$ cat config.mk
export PLATFORM = sky130hd
export DESIGN_NAME = uart_tx_ctrl_flat
export DESIGN_NICKNAME = d
export VERILOG_FILES = /design/src/rtl/uart_tx_pkg.sv /design/src/rtl/uart_tx_ctrl_if.sv /design/src/rtl/uart_serializer.sv /design/src/rtl/uart_tx_ctrl.sv /design/src/flat_wrapper.sv
export SDC_FILE = /design/constraint.sdc
export NUM_CORES = 1
export LEC_CHECK = 0
export ABC_AREA = 1
export CAP_MARGIN = 0
export CORE_MARGIN = 8
export CORE_UTILIZATION = 36
export DETAILED_ROUTE_END_ITERATION = 7
export PLACE_DENSITY = 0.65
export SKIP_LAST_GASP = 1
export SYNTH_ARGS = -nofsm -noshare
export SYNTH_HDL_FRONTEND = slang
export SYNTH_SLANG_ARGS = --single-unit
$ cat constraint.sdc
create_clock -name clk -period 1.2 [get_ports clk]
set_input_delay 0.24 -clock clk [delete_from_list [all_inputs] [get_ports clk]]
set_output_delay 0.24 -clock clk [all_outputs]
set_load 0.01 [all_outputs]
$ cat src/rtl/uart_tx_pkg.sv
// Shared types and constants for the UART transmit controller.
package uart_tx_pkg;

  localparam int DEF_DATA_WIDTH = 8;

  localparam logic START_BIT  = 1'b0;
  localparam logic STOP_BIT   = 1'b1;
  localparam logic IDLE_LEVEL = 1'b1;

  typedef enum logic [2:0] {
    IDLE,
    START,
    DATA,
    PARITY,
    STOP
  } tx_state_e;

endpackage

$ cat src/rtl/uart_tx_ctrl_if.sv
// Parallel-side handshake and serial line of the UART transmitter.
interface uart_tx_ctrl_if import uart_tx_pkg::*; #(
  parameter int DATA_WIDTH = DEF_DATA_WIDTH
);
  logic [DATA_WIDTH-1:0] P_DATA;
  logic                  Data_Valid;
  logic                  PAR_EN;
  logic                  par_bit;
  logic                  TX_OUT;
  logic                  busy;

  modport master (
    output P_DATA, Data_Valid, PAR_EN, par_bit,
    input  TX_OUT, busy
  );

  modport slave (
    input  P_DATA, Data_Valid, PAR_EN, par_bit,
    output TX_OUT, busy
  );
endinterface

$ cat src/rtl/uart_serializer.sv
// Shift register and bit counter; ser_data is the bit the line carries after this edge.
module uart_serializer import uart_tx_pkg::*; #(
  parameter int DATA_WIDTH = DEF_DATA_WIDTH
) (
  input  logic                  clk,
  input  logic                  rst_n,
  input  logic                  load,
  input  logic                  ser_en,
  input  logic [DATA_WIDTH-1:0] data,
  output logic                  ser_data,
  output logic                  ser_done
);
  localparam int CW = (DATA_WIDTH > 1) ? $clog2(DATA_WIDTH) : 1;
  localparam logic [CW-1:0] LAST_IDX = CW'(DATA_WIDTH - 1);

  logic [DATA_WIDTH-1:0] r_shift;
  logic [CW-1:0]         r_cnt;
  logic [DATA_WIDTH-1:0] w_shift_nxt;

  assign w_shift_nxt = r_shift >> 1;

  always_ff @(posedge clk) begin
    if (!rst_n) begin
      r_shift <= '0;
      r_cnt   <= '0;
    end else if (load) begin
      r_shift <= data;
      r_cnt   <= '0;
    end else if (ser_en) begin
      r_shift <= w_shift_nxt;
      r_cnt   <= (r_cnt == LAST_IDX) ? '0 : r_cnt + 1'b1;
    end
  end

  // While shifting, the next line bit is the one about to move into position 0.
  assign ser_data = ser_en ? w_shift_nxt[0] : r_shift[0];
  assign ser_done = (r_cnt == LAST_IDX);

endmodule

$ cat src/rtl/uart_tx_ctrl.sv
// UART transmit controller: frame FSM and registered line/busy outputs.
module uart_tx_ctrl import uart_tx_pkg::*; #(
  parameter int DATA_WIDTH = DEF_DATA_WIDTH
) (
  input  logic           clk,
  input  logic           rst_n,
  uart_tx_ctrl_if.slave  bus
);
  tx_state_e r_state;
  tx_state_e w_state_next;
  logic      r_tx;
  logic      r_busy;
  logic      r_par_en_q;
  logic      w_tx_next;
  logic      w_busy_next;
  logic      w_accept;
  logic      w_load;
  logic      w_ser_en;
  logic      w_ser_data;
  logic      w_ser_done;

  uart_serializer #(.DATA_WIDTH(DATA_WIDTH)) u_ser (
    .clk      (clk),
    .rst_n    (rst_n),
    .load     (w_load),
    .ser_en   (w_ser_en),
    .data     (bus.P_DATA),
    .ser_data (w_ser_data),
    .ser_done (w_ser_done)
  );

  // Same qualification parity_calc uses, so both capture the same byte.
  assign w_accept = bus.Data_Valid && !r_busy && (r_state == IDLE);

  always_ff @(posedge clk) begin
    if (!rst_n) begin
      r_state    <= IDLE;
      r_tx       <= IDLE_LEVEL;
      r_busy     <= 1'b0;
      r_par_en_q <= 1'b0;
    end else begin
      r_state <= w_state_next;
      r_tx    <= w_tx_next;
      r_busy  <= w_busy_next;
      if (w_accept) r_par_en_q <= bus.PAR_EN;
    end
  end

  always_comb begin
    w_state_next = r_state;
    w_tx_next    = r_tx;
    w_busy_next  = r_busy;
    w_load       = 1'b0;
    w_ser_en     = 1'b0;
    case (r_state)
      IDLE: begin
        w_tx_next   = IDLE_LEVEL;
        w_busy_next = 1'b0;
        if (w_accept) begin
          w_state_next = START;
          w_tx_next    = START_BIT;
          w_busy_next  = 1'b1;
          w_load       = 1'b1;
        end
      end
      START: begin
        w_state_next = DATA;
        w_tx_next    = w_ser_data;
      end
      DATA: begin
        w_ser_en = 1'b1;
        if (w_ser_done) begin
          if (r_par_en_q) begin
            w_state_next = PARITY;
            w_tx_next    = bus.par_bit;
          end else begin
            w_state_next = STOP;
            w_tx_next    = STOP_BIT;
          end
        end else begin
          w_tx_next = w_ser_data;
        end
      end
      PARITY: begin
        w_state_next = STOP;
        w_tx_next    = STOP_BIT;
      end
      STOP: begin
        w_state_next = IDLE;
        w_tx_next    = IDLE_LEVEL;
        w_busy_next  = 1'b0;
      end
      default: begin
        w_state_next = IDLE;
        w_tx_next    = IDLE_LEVEL;
        w_busy_next  = 1'b0;
      end
    endcase
  end

  assign bus.TX_OUT = r_tx;
  assign bus.busy   = r_busy;

endmodule

$ cat src/flat_wrapper.sv
// flat-port wrapper written by rule: the top's interface ports become plain ports
module uart_tx_ctrl_flat import uart_tx_pkg::*;
#(
  parameter int DATA_WIDTH = DEF_DATA_WIDTH
)
  (clk, rst_n, bus_P_DATA, bus_Data_Valid, bus_PAR_EN, bus_par_bit, bus_TX_OUT, bus_busy);
  uart_tx_ctrl_if #(.DATA_WIDTH(DATA_WIDTH)) bus_i ();
  input  logic clk;
  input  logic rst_n;
  input wire logic [$bits(bus_i.P_DATA)-1:0] bus_P_DATA;
  input wire logic [$bits(bus_i.Data_Valid)-1:0] bus_Data_Valid;
  input wire logic [$bits(bus_i.PAR_EN)-1:0] bus_PAR_EN;
  input wire logic [$bits(bus_i.par_bit)-1:0] bus_par_bit;
  output wire logic [$bits(bus_i.TX_OUT)-1:0] bus_TX_OUT;
  output wire logic [$bits(bus_i.busy)-1:0] bus_busy;
  assign bus_i.P_DATA = bus_P_DATA;
  assign bus_i.Data_Valid = bus_Data_Valid;
  assign bus_i.PAR_EN = bus_PAR_EN;
  assign bus_i.par_bit = bus_par_bit;
  assign bus_TX_OUT = bus_i.TX_OUT;
  assign bus_busy = bus_i.busy;
  uart_tx_ctrl #(.DATA_WIDTH(DATA_WIDTH)) u_core (.clk(clk), .rst_n(rst_n), .bus(bus_i));
endmodule
# After elaboration in Yosys (flattened, before gate mapping)
# Index checks and enable logic that the tools add are counted.
[classes]
add_sub_neg = 1
multipliers = 0
div_mod_pow = 0
magnitude_cmp = 0
eq_ne = 6
shift = 0
mux = 16
bitwise_logic = 1
reduce_logical = 8
[ops]
columns = ["cell", "count"]
rows = [
  ["8-bit 2-to-1 mux", 2],
  ["3-bit 2-to-1 mux", 4],
  ["3-bit one-hot mux with 4 select lines", 1],
  ["1-bit 2-to-1 mux", 7],
  ["3-bit by 2-bit == test with 1-bit output, second input constant", 2],
  ["3-bit by 1-bit adder with 3-bit output, second input constant", 1],
  ["3-bit by 1-bit == test with 1-bit output, second input constant", 1],
  ["3-bit == test, second input constant", 1],
  ["3-bit logical NOT", 1],
  ["1-bit one-hot mux with 3 select lines", 1],
  ["3-bit OR reduction", 1],
  ["1-bit logical AND", 2],
  ["2-bit by 1-bit inequality test with 1-bit output, second input constant", 1],
  ["2-bit inequality test, second input constant", 1],
  ["1-bit one-hot mux with 2 select lines", 1],
  ["2-bit AND reduction", 1],
  ["2-bit nonzero test", 1],
  ["2-bit OR reduction", 1],
  ["1-bit logical NOT", 1],
  ["1-bit inverter", 1],
]
[totals]
ff_bits = 17
latchBits = 0
ram_bits = 0
romBits = 0
input_bits = 13
elab_cells = 38
mem_count = 0

# Logic depth before layout (Yosys ltp)
# Gate-level depths: netlist (run 1).
[depth]
depth_word = 6
mapped_depth = 8

# Hierarchy
# Synthesis (run 1) repeated with hierarchy kept, for this count alone.
[unflattened]
cells_unflattened = 132
hier_area_um2 = 934.6
[modules_own_cells]
columns = ["mod", "n_inst", "cells_per_inst", "area_each_um2", "seq_area_each_um2"]
rows = [
  ["uart_serializer", 1, 80, 555.5, 220.2],
  ["uart_tx_ctrl", 1, 52, 379.1, 120.1],
]

# Worst setup path before layout (run 1)
# Ideal clock, no wire load.
[synth_timing]
path_type = "register -> register"
start = "register u_core.r_busy (netlist: u_core.bus.busy)"
end = "register u_core.u_ser.r_shift[0]"
setup_ns = 0.117
t_arrival_ns = 1.008
required_ns = 1.083
path_slack_ns = 0.075
path_stages_with_launch = 6
path_buffers = 1
path_cell_list = "dfxtp_1 > nor2_4 > nand3_4 > buf_6 > o21ai_0 > nor2_1"
[synth_via]
elab_chain_cells = 6
word_cells_on_any_way = 7
cone_classes = "mux: 3; reduce/logical: 4"
[synth_lines]
columns = ["item", "line_no", "source"]
rows = [
  ["start: declaration", "uart_tx_ctrl.sv:12", "logic r_busy;"],
  ["start signal: assignment", "uart_tx_ctrl.sv:44", "r_busy <= w_busy_next;"],
  ["1-bit logical NOT (*)", "uart_tx_ctrl.sv:33", "assign w_accept = bus.Data_Valid && !r_busy && (r_state == IDLE);"],
  ["1-bit logical AND (*) (2 in a row)", "uart_tx_ctrl.sv:33", ""],
  ["1-bit 2-to-1 mux (*)", "uart_tx_ctrl.sv:59", "if (w_accept) begin"],
  ["1-bit 2-to-1 mux (*)", "uart_tx_ctrl.sv:55", "case (r_state)"],
  ["8-bit 2-to-1 mux / 2-bit nonzero test (equally long branches)", "n/a", ""],
  ["end signal: assignment", "uart_serializer.sv:27", "r_shift <= data;"],
  ["end signal: assignment", "uart_serializer.sv:30", "r_shift <= w_shift_nxt;"],
  ["end: declaration", "uart_serializer.sv:16", "logic [DATA_WIDTH-1:0] r_shift;"],
]
# Every way passes the cells marked *; elsewhere a longest branch is shown, timed or not.
# A chain may end at the register's enable or synchronous reset.

# Worst setup path after layout (run 1)
[layout_timing]
start = "register u_core.r_state[1]"
end = "register u_core.u_ser.r_shift[2]"
[layout_via]
elab_chain_cells = 5
word_cells_on_any_way = 8
cone_classes = "eq/ne: 1; mux: 4; reduce/logical: 3"
[layout_lines]
columns = ["item", "line_no", "source"]
rows = [
  ["start: declaration", "uart_tx_ctrl.sv:9", "tx_state_e r_state;"],
  ["start signal: assignment", "uart_tx_ctrl.sv:42", "r_state <= w_state_next;"],
  ["3-bit logical NOT", "uart_tx_ctrl.sv:33, uart_tx_ctrl.sv:55", ""],
  ["1-bit logical AND", "uart_tx_ctrl.sv:33", ""],
  ["1-bit 2-to-1 mux", "uart_tx_ctrl.sv:59", ""],
  ["1-bit 2-to-1 mux", "uart_tx_ctrl.sv:55", ""],
  ["8-bit 2-to-1 mux / 2-bit nonzero test (equally long branches)", "n/a", ""],
]
# Parallel ways exist; a longest one is shown, timed or not.

==> impl_metrics.csv, run 1 <==
group,metric,value,unit
detailed_routing,drt-total-wl,2350,um
synthesis,synth_ff_type,"dfxtp_1",
clock_tree,h-tree-depth,1,
cells_and_area,drive_gt1_frac,0.261,
synthesis,synthCells,125,
global_routing,grt_overflow,0,
worst_hold_path,hold_path.class,"in2reg",
die,core,2430,sq um
global_routing,grt_first_pass_wirelength,3380,um
cells_and_area,nFillCells,229,
timing,fmax,0.850,GHz
placement,post-place-ws,-0.274,ns
timing,hold_ws,0.414,ns
cells_and_area,final_cell_area,1240,sq um
pwr,switchingPower,0.00119,W
pwr,power_per_cell_area,2110,nW/um^2
synthesis,syn-cell-area,913,sq um
clock_tree,numCtsBuffers,3,
clock_tree,post-cts-setup-buffer-count,0,
timing,tightest_slew,0.263,ns
timing,rsz0062_at_grt,"true",
pwr,intPower,0.00144,W
timing,setup_slack,0.0240,ns
pwr,p_leak,0.539,nW
synthesis,synth_nets,140,
pwr,power.share.combinational,0.542,
worst_setup_path,crit_required,1.40,ns
detailed_routing,dr.pass1.iters,5,
timing,slew_headroom,0.824,
synthesis,synthTopCellsByArea,"dfxtp_1, nand2_1, a21oi_1",
flow_run,maxCapViolations,0,
global_routing,first_global_vias,814,
synthesis,ys_types,19,
placement,portBuffers,14,
die,io-pin-count,15,
synthesis,synth_top_area_share,0.373,
synthesis,ys_seq_elements,17,
global_routing,grt.met1_usage,0.118,
detailed_routing,drtIter0Drc,75,
detailed_routing,drc,0,
synthesis,syn_avg_cell_area,7.31,sq um
worst_setup_path,slowest_delay,0.39,ns
die,die_w,66.4,um
placement,gp_congestion,0.797,
worst_setup_path,end_kind,"flop",
global_routing,antenna_found_initial,0,
clock_tree,cts_tree,"built",
placement,place_area,1140,sq um
cells_and_area,diodes,0,
global_routing,grt_busiest_layer,"met2",
timing,setup_violations,0,
die,rows,18,
global_routing,use_met2,0.157,
clock_tree,clk_path_buf_depth,2,
synthesis,yosysMostFrequentCell,"nand2_1",
synthesis,synth_edf_count,0,
clock_tree,cts.clk_slew.worst_paths,0.11,ns
clock_tree,ctsRootBufferMaster,"clkbuf_4",
synthesis,yosys_warnings,0,
worst_setup_path,critPathLaunchType,"flop",
die,die_y,66.4,um
global_routing,use_met3,0.0153,
timing,min_period_over_period,0.980,
pwr,pwr-share-seq,0.335,
worst_setup_path,cp_cell_sequence,"nor2_4 -> buf_4 -> nand4_1 -> nand2_1 -> a21oi_1",
synthesis,synth_async_sr_flop_share,0,
pwr,p_clk_frac,0.123,
run_status,status,"completed",
timing,hold_viol_final,0,
detailed_routing,drtAntennaViolNets,0,
detailed_routing,avgRoutedWirePerCell,12.9,um
pwr,ir_worst_vdd,0.00136,V
synthesis,ys_seq_area_frac,0.373,
die,initial_utilization,0.376,
cells_and_area,area_delta_synth_final,36.0,%
pwr,swShare,0.452,
worst_setup_path,cp_max_fo,6,
worst_setup_path,crit_type,"reg2reg",
synthesis,synth_commonest_cells,"nand2_1, dfxtp_1, a21oi_1",
timing,slew_viol_final,0,
global_routing,track_usage,0.0948,
placement,dp_hpwl,1620,um
cells_and_area,fin_nets,169,
detailed_routing,num_vias,936,
clock_tree,cts.sinks,17,
die,die_area,4400,sq um
worst_setup_path,crit_arrival,1.37,ns
clock_tree,insertion_delay,0.29,ns
global_routing,grt_max_degree,20,
synthesis,synth.largest_area_cell,"dfxtp_1",
detailed_routing,viasPerCell,5.11,
timing,period_needed,1.18,ns
timing,fin_skew,0.00545,ns
worst_setup_path,crit_slowest_cell,"dfxtp_2",
-- kinds of logic (layout without fill, tap and decap cells) --
kind of cell             Yosys count  in the layout  share of synthesized area
AND/OR/NAND/NOR                   67             69                      0.386
AO/OA/AOI/OAI                     20             20                      0.110
buffers and inverters             19             45                      0.104
flip-flops                        17             17                      0.373
adder cells (fa/ha/maj)            2              2                     0.0274
-- timing repair --
action / 4_1_cts / 5_1_grt
hold buffers: 0 / 0
gates resized for setup: 3 / 18
gates cloned: 0 / 2
pin swaps: 0 / 7
hold endpoints to repair: 0 / 0
setup endpoints to repair: 3 / 15
-- critical path: cells and delay by family, from the launching register on --
family	cells	cell delay (ns)
and+or+nand+nor	3	0.44
AOI/OAI and AO/OA	1	0.06
buffers and inverters	1	0.19
DFF	1	0.39
-- layout by cell type, fill, tap and decap left out, types with 8 or more instances in the layout --
| cell type | n |
|---|---|
| nand2_1 | 27 |
| a21oi_1 | 13 |
| dfxtp_1 | 12 |
| inv_1 | 11 |
| clkdlybuf4s50_1 | 11 |
| nand4_1 | 10 |
| buf_4 | 10 |
| nor2_1 | 9 |
| nand3_1 | 8 |
-- stage by stage --
step,utilization,power [W],TNS (ns),cells
after floorplan,-,0.00175,0,125
after global placement,0.470,0.00208,-2.89,177
after detailed placement,0.470,0.00210,-3.37,177
after CTS,0.480,0.00242,0,181
after global routing,0.511,0.00280,-0.180,183
final,0.511,0.00263,0,183
-- flip-flops by register name (all words and copies together) (netlist names) --
register              flops
u_core.u_ser.r_shift      8
u_core.r_state            3
u_core.u_ser.r_cnt        3
u_core.bus.TX_OUT         1
u_core.bus.busy           1
u_core.r_par_en_q         1
-- per-layer routing --
layer / wire [um] / vias to the layer above
met5: 0 / -
li1: - / 474
met1: 1050 / 420
met3: 85 / 4
met4: 50 / 0
met2: 1170 / 38
-- path summary, 6_finish.rpt --
check / from / end / slack [ns] / depth (start not counted)
worst min-delay path: bus_Data_Valid / u_core.bus.busy / 0.41 / 5
worst min register to register: u_core.u_ser.r_cnt[1] / u_core.u_ser.r_cnt[1] / 0.48 / 2
worst max register to register: u_core.r_state[1] / u_core.u_ser.r_shift[2] / 0.02 / 5
worst max-delay path: u_core.r_state[1] / u_core.u_ser.r_shift[2] / 0.02 / 5
-- power groups by stage --
| stage | clock [W] | combinational (W) | sequential (W) |
|---|---|---|---|
| after floorplan | 0 | 0.000880 | 0.000869 |
| after global placement | 0 | 0.00121 | 0.000865 |
| after detailed placement | 0 | 0.00124 | 0.000868 |
| after CTS | 0.000330 | 0.00123 | 0.000856 |
| after global routing | 0.000355 | 0.00154 | 0.000907 |
| final | 0.000323 | 0.00142 | 0.000881 |
-- cell type report --
class	instances	area, sq um	share of cell area
Clock buffer	3	22.5	0.0181
Inverter	15	61.3	0.0493
Multi-Input combinational cell	91	532	0.428
Clock inverter	1	5.00	0.00403
Sequential cell	17	347	0.279
Timing Repair Buffer	26	238	0.191
Tap cell	30	37.5	0.0302
Power figures use the tool's default switching activity.
==> inputs of run 2 (changes only) <==
--- a/config.mk
+++ b/config.mk
@@ -10,7 +10,7 @@
 export CORE_MARGIN = 8
 export CORE_UTILIZATION = 36
 export DETAILED_ROUTE_END_ITERATION = 7
-export PLACE_DENSITY = 0.65
+export PLACE_DENSITY = 0.67
 export SKIP_LAST_GASP = 1
 export SYNTH_ARGS = -nofsm -noshare
 export SYNTH_HDL_FRONTEND = slang
==> constraint.sdc (replaced) <==
create_clock -name clk -period 0.98 [get_ports clk]
set_input_delay 0.196 -clock clk [delete_from_list [all_inputs] [get_ports clk]]
set_output_delay 0.196 -clock clk [all_outputs]
set_load 0.01 [all_outputs]
==> run 2 against run 1 <==
Net effect:
- the run now ends with setup timing left
- sequential share of layout area decreased by 1.6 points
- largest power group unchanged
- sequential power increased by 24%
- critical path depth unchanged
- clock power increased by 19%
- worst setup slack got worse by 0.15 ns
- register-to-register slack got worse by 0.15 ns
- highest routed layer unchanged
==> impl_metrics.csv, run 2 (synthesized netlist as in run 1, its figures left out) <==
group,metric,value,unit
timing,rsz0062_at_grt,"true",
cells_and_area,fin_nets,176,
clock_tree,cts.sinks,17,
worst_setup_path,crit_type,"reg2reg",
worst_setup_path,crit_slowest_cell,"dfxtp_4",
clock_tree,cts_tree,"built",
pwr,p_leak,0.562,nW
worst_hold_path,hold_path.class,"in2reg",
timing,min_period_over_period,1.13,
global_routing,grt_overflow,0,
cells_and_area,area_delta_synth_final,47.0,%
placement,gp_congestion,0.799,
worst_setup_path,path_delay_family,"flip-flops",
detailed_routing,drtAntennaViolNets,0,
global_routing,first_global_vias,870,
detailed_routing,avgRoutedWirePerCell,11.9,um
detailed_routing,drc,0,
placement,dp_hpwl,1620,um
cells_and_area,diodes,0,
clock_tree,ctsHoldBuffers,0,
cells_and_area,layout_commonest_cell,"nand2_1",
cells_and_area,drive_gt1_frac,0.394,
timing,slew_viol_final,0,
worst_setup_path,end_kind,"flop",
clock_tree,h-tree-depth,1,
timing,period_needed,1.11,ns
placement,post-place-ws,-0.479,ns
run_status,status,"finished, violations left",
timing,setup_violations,17,
detailed_routing,dr.pass1.iters,4,
cells_and_area,final_cell_area,1340,sq um
die,rows,18,
pwr,ir_worst_vdd,0.00137,V
timing,tightest_slew,0.206,ns
global_routing,antenna_found_initial,0,
die,io-pin-count,15,
worst_setup_path,cp_max_fo,9,
flow_run,maxCapViolations,0,
clock_tree,insertion_delay,0.30,ns
cells_and_area,reg.largest.list,"u_core.u_ser.r_shift: 8 flops, u_core.r_state: 3 flops, u_core.u_ser.r_cnt: 3 flops",
timing,setup_slack,-0.128,ns
worst_setup_path,path_buf_inv,1,
timing,fmax,0.902,GHz
timing,slew_headroom,0.863,
clock_tree,ctsRootBufferMaster,"clkbuf_4",
placement,place_area,1210,sq um
die,die_y,66.4,um
timing,hold_viol_final,0,
die,initial_utilization,0.376,
cells_and_area,largest_reg_flops,8,
timing,setup_tns,-1.37,ns
global_routing,grt_max_degree,12,
detailed_routing,drtIter0Drc,31,
clock_tree,numCtsBuffers,3,
die,die_w,66.4,um
cells_and_area,nFillCells,234,
die,die_area,4400,sq um
timing,fin_skew,0.00710,ns
placement,portBuffers,14,
worst_setup_path,slowest_delay,0.40,ns
worst_setup_path,cp_cell_sequence,"nor2_4 -> buf_4 -> nand3_4 -> nand3_1 -> a21oi_1",
worst_setup_path,critPathLaunchType,"flop",
detailed_routing,num_vias,942,
pwr,power_per_cell_area,2580,nW/um^2
worst_setup_path,crit_required,1.17,ns
cells_and_area,largest-register,"u_core.u_ser.r_shift",
die,core,2430,sq um
detailed_routing,viasPerCell,4.96,
detailed_routing,drt-total-wl,2270,um
global_routing,track_usage,0.108,
run_status,violations,"setup timing",
clock_tree,clk_path_buf_depth,2,
cells_and_area,final_cell_mix,"nand2_1, buf_4, a21oi_1",
global_routing,grt_first_pass_wirelength,3680,um
worst_setup_path,crit_arrival,1.30,ns
clock_tree,cts.clk_slew.worst_paths,0.10,ns
==> run 2: cell types whose count changed in the layout (fill, tap and decap cells not counted), sizes merged <==
cell and delta:
inv +1, buf +10, dlymetal6s2s -1, dlygate4sd2 -1, nand3 -1, clkinv -2, clkbuf +1
==> run 2: per-stage QoR <==
step,cells,hold WS [ns],power (W),utilization
final,190,0.446,0.00347,0.552
after detailed placement,182,0.479,0.00272,0.499
after global placement,182,0.473,0.00269,0.499
after floorplan,125,0.334,0.00217,-
after CTS,187,0.436,0.00329,0.530
after global routing,190,0.452,0.00374,0.552
==> run 2: where the power goes <==
part           total [W]  switching [W]  internal, W
clock network   0.000384       0.000225     0.000159
registers        0.00109       0.000167     0.000926
logic            0.00199        0.00109     0.000903
==> run 2: what timing repair did <==
action | CTS | global route
endpoints found under the setup margin | 19 | 18
gates resized for setup | 29 | 8
pin swaps | 10 | 5
buffers inserted | 0 | 3
hold endpoints to repair | 0 | 0
cloned | 1 | 0
==> run 2: worst paths after layout <==
path | end | slack, ns | from | depth (start not counted)
min reg2reg | u_core.u_ser.r_cnt[1] | 0.49 | u_core.u_ser.r_cnt[1] | 2
max reg2reg | u_core.u_ser.r_shift[5] | -0.13 | u_core.r_state[1] | 5
max | u_core.u_ser.r_shift[5] | -0.13 | u_core.r_state[1] | 5
min | u_core.u_ser.r_shift[7] | 0.45 | bus_P_DATA[7] | 3
==> run 2: final cells by class <==
| type | instances | area [sq um] | share of cell area |
|---|---|---|---|
| Clock buffer | 4 | 26.3 | 0.0196 |
| Inverter | 15 | 58.8 | 0.0438 |
| Multi-Input combinational cell | 90 | 571 | 0.425 |
| Sequential cell | 17 | 353 | 0.263 |
| Tap cell | 30 | 37.5 | 0.0280 |
| Timing Repair Buffer | 34 | 297 | 0.221 |
==> run 2: worst register-to-register path, cell delays in order (launching register included) <==
cell     delay, ns
dfxtp_4       0.40
nor2_4        0.16
buf_4         0.15
nand3_4       0.13
nand3_1       0.10
a21oi_1       0.07
==> run 2: metal layers <==
metal | GRT usage | up-vias | part of all wire
met3 | 0.0305 | 2 | 0.041
met2 | 0.156 | 17 | 0.49
met4 | 0.0800 | 0 | 0.014
li1 | - | 489 | -
met1 | 0.134 | 434 | 0.45
met5 | 0 | - | 0
==> inputs of run 3 (changes only) <==
--- a/config.mk
+++ b/config.mk
@@ -7,7 +7,7 @@
 export LEC_CHECK = 0
 export ABC_AREA = 1
 export CAP_MARGIN = 0
-export CORE_MARGIN = 8
+export CORE_MARGIN = 2
 export CORE_UTILIZATION = 36
 export DETAILED_ROUTE_END_ITERATION = 7
 export PLACE_DENSITY = 0.67
==> run 3 against run 2 <==
Net effect:
- non-clock buffer count grew 7
- critical endpoint is now u_core.r_par_en_q
- clock-buffer cell count unchanged
- the flow still finishes with violations (setup timing)
- largest power group unchanged
- utilization grew 5.9 points
- first-iteration DRC count up 32%
- clock power decreased by 2%
- highest routed layer unchanged
- largest cell class unchanged
- global-route usage grew 8.1 points
- clock skew is 0.0059 ns lower
==> impl_metrics.csv, run 3 (synthesized netlist as in run 1, its figures left out) <==
group,metric,value,unit
timing,min_period_over_period,1.25,
die,core,2430,sq um
die,die_w,54.4,um
cells_and_area,final_cell_mix,"nand2_1, buf_4, clkdlybuf4s50_1, dfxtp_1",
detailed_routing,viasPerCell,5.14,
timing,period_needed,1.23,ns
cells_and_area,largest_reg_flops,8,
die,die_area,2960,sq um
cells_and_area,largest-register,"u_core.u_ser.r_shift",
timing,slew_headroom,0.828,
global_routing,grt_overflow,0,
pwr,power_per_cell_area,2690,nW/um^2
detailed_routing,drt-total-wl,2630,um
timing,setup_violations,18,
global_routing,first_global_vias,933,
run_status,status,"finished, violations left",
clock_tree,h-tree-depth,1,
timing,fin_skew,0.00118,ns
timing,rsz0062_at_grt,"true",
worst_setup_path,rr_worst_depth,6,
cells_and_area,reg.largest.list,"u_core.u_ser.r_shift: 8 flops, u_core.r_state: 3 flops, u_core.u_ser.r_cnt: 3 flops",
cells_and_area,drive_gt1_frac,0.450,
global_routing,antenna_found_initial,0,
placement,gp_congestion,0.733,
clock_tree,numCtsBuffers,3,
cells_and_area,seqCellArea,348,sq um
clock_tree,insertion_delay,0.29,ns
global_routing,grt_busiest_layer,"met2",
worst_setup_path,crit_arrival,1.41,ns
worst_hold_path,hold_path.class,"in2reg",
clock_tree,ctsRootBufferMaster,"clkbuf_4",
global_routing,grt_first_pass_wirelength,4030,um
timing,tightest_slew,0.257,ns
run_status,violations,"setup timing",
global_routing,use_met3,0.0328,
flow_run,maxCapViolations,0,
detailed_routing,num_vias,1023,
cells_and_area,area_delta_synth_final,62.6,%
cells_and_area,nFillCells,207,
worst_setup_path,crit_type,"reg2reg",
clock_tree,cts.clk_slew.worst_paths,0.10,ns
detailed_routing,dr.pass1.iters,5,
cells_and_area,layout_commonest_cell,"nand2_1",
die,io-pin-count,15,
cells_and_area,diodes,0,
placement,dp_hpwl,1590,um
worst_setup_path,crit_required,1.16,ns
global_routing,grt_max_degree,15,
die,die_y,54.4,um
worst_hold_path,whs_path_depth,3,
placement,placed_cells,183,
detailed_routing,drc,0,
clock_tree,clk_path_buf_depth,2,
detailed_routing,drtIter0Drc,41,
timing,hold_viol_final,0,
placement,post-place-ws,-0.445,ns
timing,setup_slack,-0.249,ns
detailed_routing,avgRoutedWirePerCell,13.2,um
global_routing,use_met2,0.331,
timing,hold_ws,0.475,ns
worst_setup_path,end_kind,"flop",
global_routing,grt.met1_usage,0.220,
pwr,p_leak,0.626,nW
die,rows,18,
cells_and_area,fin_nets,185,
pwr,ir_worst_vdd,0.00193,V
clock_tree,cts_tree,"built",
cells_and_area,multi_input_area,633,sq um
timing,fmax,0.814,GHz
global_routing,track_usage,0.189,
worst_setup_path,critPathLaunchType,"flop",
worst_setup_path,cp_max_fo,6,
detailed_routing,drtAntennaViolNets,0,
clock_tree,cts.sinks,17,
die,initial_utilization,0.376,
clock_tree,ctsHoldBuffers,0,
placement,portBuffers,14,
cells_and_area,stdcell_count,199,
timing,slew_viol_final,0,
[run 3: cell types whose count changed in the layout (fill, tap and decap cells not counted), sizes merged]
| cell | before | now |
|---|---|---|
| nand3 | 11 | 13 |
| clkbuf | 4 | 5 |
| buf | 22 | 28 |
[run 3: metal layers]
metal	vias up	part of all wire
met3	4	0.048
li1	508	-
met4	0	0.013
met1	473	0.39
met5	-	0
met2	38	0.54
[run 3: cell type report]
| class | count | area share |
|---|---|---|
| Inverter | 15 | 0.0396 |
| Timing Repair Buffer | 41 | 0.257 |
| Tap cell | 30 | 0.0253 |
| Multi-Input combinational cell | 92 | 0.426 |
| Sequential cell | 17 | 0.234 |
| Clock buffer | 4 | 0.0177 |
[run 3: power breakdown]
| group | total, W | internal [W] | switching [W] |
|---|---|---|---|
| registers | 0.00106 | 0.000921 | 0.000143 |
| logic | 0.00255 | 0.00120 | 0.00135 |
| clock network | 0.000377 | 0.000158 | 0.000219 |
| total | 0.00399 | 0.00228 | 0.00171 |
[run 3: timing repair]
item,4_1_cts,5_1_grt
pin swaps,10,4
cloned,2,1
resized for setup,34,13
buffers inserted,6,3
endpoints found under the setup margin,19,18
[run 3: metrics by stage]
step,area [sq um],utilization,setup TNS [ns],total power [W]
after floorplan,948,-,-0.567,0.00217
after global placement,1220,0.503,-6.77,0.00268
after detailed placement,1220,0.503,-7.23,0.00272
after CTS,1400,0.576,-2.32,0.00366
after global routing,1490,0.611,-3.81,0.00424
final,1490,0.611,-2.80,0.00399
[run 3: worst max-delay path, cell delays in order, from the launching register on]
cell and delay (ns):
dfxtp_2 0.35, buf_6 0.12, nor2_4 0.11, buf_12 0.14, nand3_4 0.10, o21ai_0 0.22, a21oi_1 0.07
[run 3: path summary, 6_finish.rpt]
check / to / start / slack [ns]
max reg2reg: u_core.r_par_en_q / u_core.r_state[1] / -0.25
min: u_core.u_ser.r_shift[7] / bus_P_DATA[7] / 0.47
max: u_core.r_par_en_q / u_core.r_state[1] / -0.25
min reg2reg: u_core.u_ser.r_shift[4] / u_core.u_ser.r_shift[4] / 0.49
